### src/rtl/prioritet_scan.sv
// prioritet_scan
//   Sequential priority scanner. It accepts a WIDTH-bit request vector
//   through a valid/ready handshake and latches it. It then emits the index
//   of every set bit, highest first, with one index per output handshake.
//
// Parameters
//   WIDTH  width of the request vector (must be >= 2)
//   IDX_W  derived index width, $clog2(WIDTH)
//
// Ports
//   clk        rising-edge clock
//   rst        asynchronous, active-high reset
//   in_valid   number is valid this cycle
//   in_ready   block accepts a vector this cycle
//   number     request vector, bit i set = request i pending
//   out_valid  ub holds a valid index
//   out_ready  consumer takes ub this cycle
//   ub         index of the highest still-pending bit
//   last       with out_valid: ub is the final index of the current vector
//   err_zero   one-cycle pulse: an all-zero vector was accepted and dropped
//   cnt        (PRIO_SCAN_CNT_EN only) pending bits remaining, ub included
//
// Optional feature macro: PRIO_SCAN_CNT_EN adds the cnt output and its
// popcount logic.
module prioritet_scan #(
  parameter int WIDTH = 8,
  localparam int IDX_W = $clog2(WIDTH)
`ifdef PRIO_SCAN_CNT_EN
  ,
  localparam int CNT_W = $clog2(WIDTH + 1)
`endif
) (
  input  logic             clk,
  input  logic             rst,
  input  logic             in_valid,
  output logic             in_ready,
  input  logic [WIDTH-1:0] number,
  output logic             out_valid,
  input  logic             out_ready,
  output logic [IDX_W-1:0] ub,
  output logic             last,
  output logic             err_zero
`ifdef PRIO_SCAN_CNT_EN
  ,
  output logic [CNT_W-1:0] cnt
`endif
);

  typedef enum logic {IDLE = 1'b0, SCAN = 1'b1} state_t;

  state_t           state, state_nxt;
  logic [WIDTH-1:0] pend, pend_nxt;
  logic             err_nxt;
  logic             fire;
  logic             accept;

  // Index of the highest set bit. Later iterations overwrite earlier ones,
  // so the highest set bit wins.
  function automatic logic [IDX_W-1:0] top_idx(input logic [WIDTH-1:0] v);
    top_idx = '0;
    for (int i = 0; i < WIDTH; i++) begin
      if (v[i]) top_idx = i[IDX_W-1:0];
    end
  endfunction

  function automatic logic is_onehot(input logic [WIDTH-1:0] v);
    is_onehot = (v != '0) && ((v & (v - WIDTH'(1))) == '0);
  endfunction

`ifdef PRIO_SCAN_CNT_EN
  logic [CNT_W-1:0] cnt_nxt;

  function automatic logic [CNT_W-1:0] ones(input logic [WIDTH-1:0] v);
    ones = '0;
    for (int i = 0; i < WIDTH; i++) begin
      ones = ones + CNT_W'(v[i]);
    end
  endfunction
`endif

  // Outputs decode only registered state. pend is zero whenever the block
  // is idle, but the gating keeps ub/last at 0 outside SCAN regardless.
  // The path from out_ready to in_ready is deliberate: it lets the next
  // vector load in the same cycle that the final index is consumed.
  always_comb begin
    out_valid = (state == SCAN);
    ub        = out_valid ? top_idx(pend) : '0;
    last      = out_valid & is_onehot(pend);
    fire      = out_valid & out_ready;
    in_ready  = (state == IDLE) | (fire & last);
    accept    = in_valid & in_ready;

    state_nxt = state;
    pend_nxt  = pend;
    err_nxt   = 1'b0;

    if (fire) begin
      pend_nxt = pend & ~(WIDTH'(1) << ub);
      if (last) state_nxt = IDLE;
    end

    // An accept can only coincide with a fire on the last beat. In that
    // case the reload overrides the cleared pend, so there is no idle bubble.
    if (accept) begin
      if (number != '0) begin
        pend_nxt  = number;
        state_nxt = SCAN;
      end else begin
        state_nxt = IDLE;
        err_nxt   = 1'b1;
      end
    end
  end

`ifdef PRIO_SCAN_CNT_EN
  always_comb begin
    cnt_nxt = cnt;
    if (fire) cnt_nxt = cnt - CNT_W'(1);
    if (accept) cnt_nxt = (number != '0) ? ones(number) : '0;
  end

  always_ff @(posedge clk or posedge rst) begin
    if (rst) cnt <= '0;
    else     cnt <= cnt_nxt;
  end
`endif

  always_ff @(posedge clk or posedge rst) begin
    if (rst) begin
      state    <= IDLE;
      pend     <= '0;
      err_zero <= 1'b0;
    end else begin
      state    <= state_nxt;
      pend     <= pend_nxt;
      err_zero <= err_nxt;
    end
  end

endmodule

### config.mk
export PLATFORM = sky130hd
export DESIGN_NAME = prioritet_scan
export DESIGN_NICKNAME = d
export VERILOG_FILES = /design/src/rtl/prioritet_scan.sv
export SDC_FILE = /design/constraint.sdc
export NUM_CORES = 1
export LEC_CHECK = 0
export CORE_ASPECT_RATIO = 0.9
export CORE_MARGIN = 3
export CORE_UTILIZATION = 35
export CTS_CLUSTER_SIZE = 16
export DETAILED_ROUTE_END_ITERATION = 8
export SYNTH_ARGS = -nofsm -noshare
export SYNTH_HDL_FRONTEND = slang
export SYNTH_SLANG_ARGS = --single-unit
### constraint.sdc
create_clock -name clk -period 4.7 [get_ports clk]
set_clock_uncertainty 0.1 [all_clocks]
set_input_delay 0.94 -clock clk [delete_from_list [all_inputs] [get_ports clk]]
set_output_delay 0.94 -clock clk [all_outputs]
set_load 0.1 [all_outputs]
=== Word level (Yosys, flattened, before mapping) ===
Cells that the tools add are included.

* Register bits after elaboration: 10
* Output and inout bits: 7
* Word-level logic and storage cells: 38

* $add $sub $neg: 1
* Shift-type cells: 1
* Muxes and demuxes: 17
* Bitwise gates (word level): 9
* Reduce and logical (&&, ||, !) cells: 7

{| class="wikitable"
|+ Operators by type and width
! cell !! number
|-
| $mux 8 || 3
|-
| $mux 3 || 6
|-
| $and 8x8->8 || 2
|-
| $reduce_bool 8->1 || 2
|-
| $logic_not 8->1 || 1
|-
| $not 8->8 || 1
|-
| $shl 1x3->8 const A || 1
|-
| $sub 8x1->8 const B || 1
|-
| $mux 1 || 7
|-
| $and 1x1->1 || 4
|-
| $reduce_bool 2->1 || 2
|-
| $mux 2 || 1
|-
| $reduce_and 2->1 || 1
|-
| $logic_and 1x1->1 || 1
|-
| $not 1->1 || 1
|-
| $or 1x1->1 || 1
|}

=== Logic depth before layout (Yosys ltp) ===
* Depth in word-level cells: 14
* Gate-level depth with buffers: 5

=== Least setup slack after synthesis ===
OpenSTA, ideal clock, no wires.

* Path type: reg2out
* Start point: register state (netlist: out_valid)
* End point: output ub[1]
* Arrival: 2.835 ns
* Required time: 3.660 ns
* Setup slack: 0.825 ns
* Stages on the path, launching flop included: 4
* Cells stage by stage: dfrtp_1 > clkbuf_1 > inv_1 > a21oi_1

* Word-level cells in the longest chain between the ends: 1

{| class="wikitable"
|+ Ends and longest elaborated chain
! what !! line !! text
|-
| from (decl) || 51 || <nowiki>state_t state, state_nxt;</nowiki>
|-
| from (signal assigned) || 134 || <nowiki>state <= state_nxt;</nowiki>
|-
| $mux 3 || 87 || <nowiki>ub = out_valid ? top_idx(pend) : '0;</nowiki>
|-
| to (decl) || 40 || <nowiki>output logic [IDX_W-1:0] ub,</nowiki>
|}

No other way between the ends.

=== Worst setup path after layout ===
* Start point: register pend[5]
* End point: output ub[2]

* Word-level cells in the longest chain between the ends: 4

{| class="wikitable"
|+ Ends and longest elaborated chain
! what !! line !! text
|-
| from (decl) || 52 || <nowiki>logic [WIDTH-1:0] pend, pend_nxt;</nowiki>
|-
| from (signal assigned) || 135 || <nowiki>pend <= pend_nxt;</nowiki>
|-
| $mux 3 (3 in series) || 62 || <nowiki>if (v[i]) top_idx = i[IDX_W-1:0];</nowiki>
|-
| $mux 3 || 87 ||
|}

No other way between the ends.

==> results.sh <==
export IMPL_hold_violations=0
export IMPL_cp_slowest_cell="clkdlybuf4s50_1"
export IMPL_die_h_um=48.9
export IMPL_worstSetupStartpoint="pend[5]"
export IMPL_fin_crit_ns=3.41
export IMPL_drt_iter0_markers=19
export IMPL_yosys_cell_types_count=31
export IMPL_cts_sinks=10
export IMPL_drc=0
export IMPL_path_class="register to output pin"
export IMPL_vias_per_cell=5.52
export IMPL_worstSetupStartpointType="register"
export IMPL_crit_path_end_kind="output pin"
export IMPL_ctsResizeCount=0
export IMPL_timing_rr_end="pend[1]"
export IMPL_routed_via_count=696
export IMPL_cp_num_cells=3
export IMPL_ff_latch_area_um2=250
export IMPL_fill_cells=169
export IMPL_nets=115
export IMPL_grt_pass1_vias=639
export IMPL_worst_slew_pin_slew_ns=0.979
export IMPL_finalCritPeriodShare_pct=72.5
export IMPL_io_buffers=18
export IMPL_rsz0062_at_grt="false"
export IMPL_start_util_pct=39.7
export IMPL_worst_hold_startpoint="pend[0]"
export IMPL_synthToLayoutAreaGrowth_pct=32.7
export IMPL_synth_seq_cells=10
export IMPL_grt_use_total_pct=15.5
export IMPL_status="completed"
export IMPL_synth_edf_count=0
export IMPL_finalWeightedCongestion=0.808
export IMPL_r2r_start="pend[5]"
export IMPL_dpl_hpwl_mm=1.42
export IMPL_required_ns=3.66
export IMPL_syn_cell_area_um2=716
export IMPL_clk_latency_ns=0.27
export IMPL_row_count=14
export IMPL_grt_overflow=0
export IMPL_path_buf_inv=1
export IMPL_synth_ff_type="dfrtp_1"
export IMPL_synthCells=82
export IMPL_n_antenna_cell=0
export IMPL_path_max_fanout=7
export IMPL_clock_fmax_mhz=293
export IMPL_cts_tree="yes"
export IMPL_post_cts_buffers=0
export IMPL_grt_max_degree=12
export IMPL_cts_hold_buf=0
export IMPL_worstRegToRegCells=4
export IMPL_fin_setup_tns_ns=0
export IMPL_r2r_setup_slack_ns=2.67
export IMPL_hold_path_class="register to register"
export IMPL_drtAntennaViolNets=0
export IMPL_cp_top_family="buffers and inverters"
export IMPL_grt_pass1_wl_mm=3.02
export IMPL_avgSynthCellArea_um2=8.73
export IMPL_postRouteWirelength_mm=1.87
export IMPL_max_slew_margin_pct=34.5
export IMPL_layout_drive_gt1_share_pct=10.8
export IMPL_clock_path_buffers=2
export IMPL_syn_num_nets=94
export IMPL_ys_async_sr_fraction_pct=100
export IMPL_maxCapViolCount=0
export IMPL_cts_buffers=3
export IMPL_crit_path_cell_trace="nor4_1 > nor2_1 > clkdlybuf4s50_1"
export IMPL_core_area_mm2=0.00180
export IMPL_dr_pass1_iters=4
export IMPL_yosysSeqAreaShare_pct=35.0
export IMPL_multiInputGateArea_um2=409
export IMPL_cp_arrival_ns=2.37
export IMPL_clkTransAtPathRegs_ns=0.08
export IMPL_slew_viol_final=0
export IMPL_setup_violations_final=0
export IMPL_crit_path_end="ub[2]"
export IMPL_cts_root_buf="clkbuf_4"
export IMPL_dieArea_mm2=0.00262
export IMPL_antenna_found_initial=0
export IMPL_yosysWarnings=0
export IMPL_die_w_um=53.7
export IMPL_ctsHtreeMaxLevel=1
export IMPL_wl_per_cell_um=14.8
export IMPL_io_pins=19
export IMPL_slowest_delay_ns=0.98
how the worst min path moves through the flow:
stage	end	slack, ns	cells after the start
floorplan	pend[0]	0.46	2
global placement	pend[0]	0.52	2
detailed placement	pend[0]	0.52	2
CTS	pend[0]	0.53	2
global route	pend[0]	0.56	2
finish	pend[0]	0.53	2
cells in the mapped netlist, types with 2 or more instances:
cell | number | share of area (%)
nor2_1 | 7 | 3.7
a21oi_1 | 5 | 3.5
nand4_1 | 2 | 1.7
o32ai_1 | 2 | 2.4
o22ai_1 | 6 | 5.2
o21ai_0 | 3 | 2.1
o211a_1 | 2 | 2.8
o31ai_1 | 4 | 4.2
nor2b_1 | 2 | 1.7
nand2_1 | 4 | 2.1
and2_1 | 2 | 1.7
inv_1 | 13 | 6.8
clkbuf_1 | 2 | 1.0
dfrtp_1 | 10 | 35
or4_1 | 2 | 2.1
metal layers:
layer,global-route usage [%],vias up,part of all wire (%)
met5,0,-,0
met4,5.11,0,0.64
met3,4.28,2,6.1
met2,20.4,28,42
met1,23.5,316,51
li1,-,350,-
registers in the layout (all words and copies together) (netlist names):
name,count
pend,8
err_zero,1
out_valid,1
area by class of cell:
cell class / count / area share, %
repair buffers: 18 / 18.4
flip-flops and latches: 10 / 26.4
multi-input cells: 57 / 43.1
well taps: 24 / 3.16
inverters: 13 / 5.14
clock buffers: 4 / 3.82
cell usage in the layout (no fill, tap or decap), drive strengths merged, types with 3 or more instances in the layout:
| master | instances |
|---|---|
| a21oi | 5 |
| clkbuf | 4 |
| clkdlybuf4s50 | 16 |
| dfrtp | 10 |
| inv | 13 |
| nand2 | 4 |
| nor2 | 7 |
| o21ai | 4 |
| o22ai | 6 |
| o31ai | 5 |
| or4 | 3 |
metrics by stage:
step | util, % | worst slack [ns] | hold slack (ns) | cells | instance area [um2]
4_1_cts | 52.6 | 1.31 | 0.527 | 126 | 950
6_report | 52.6 | 1.29 | 0.531 | 126 | 950
5_1_grt | 52.6 | 1.18 | 0.559 | 126 | 950
3_3_place_gp | 50.6 | 1.62 | 0.520 | 122 | 913
3_5_place_dp | 50.6 | 1.61 | 0.519 | 122 | 913
2_1_floorplan | - | 0.825 | 0.460 | 82 | 716
kinds of logic (layout without fill, tap and decap cells):
family	count (synthesis)	in the layout	share of synthesized area, %
AOI/OAI and AO/OA	31	31	36.0
and+or+nand+nor	25	25	19.8
buffers and inverters	15	35	7.87
DFF	10	10	35.0
adders and majority gates	1	1	1.40
worst reg2reg max path, cell delays in order, from the launching register on:
cell	delay, ns
dfrtp_1	0.45
nor4_1	0.58
a32oi_2	0.29
a41oi_4	0.34
o32ai_1	0.14
Power is not shown: default switching activity piles up to over one toggle a cycle in this logic, so the estimate is an artifact.
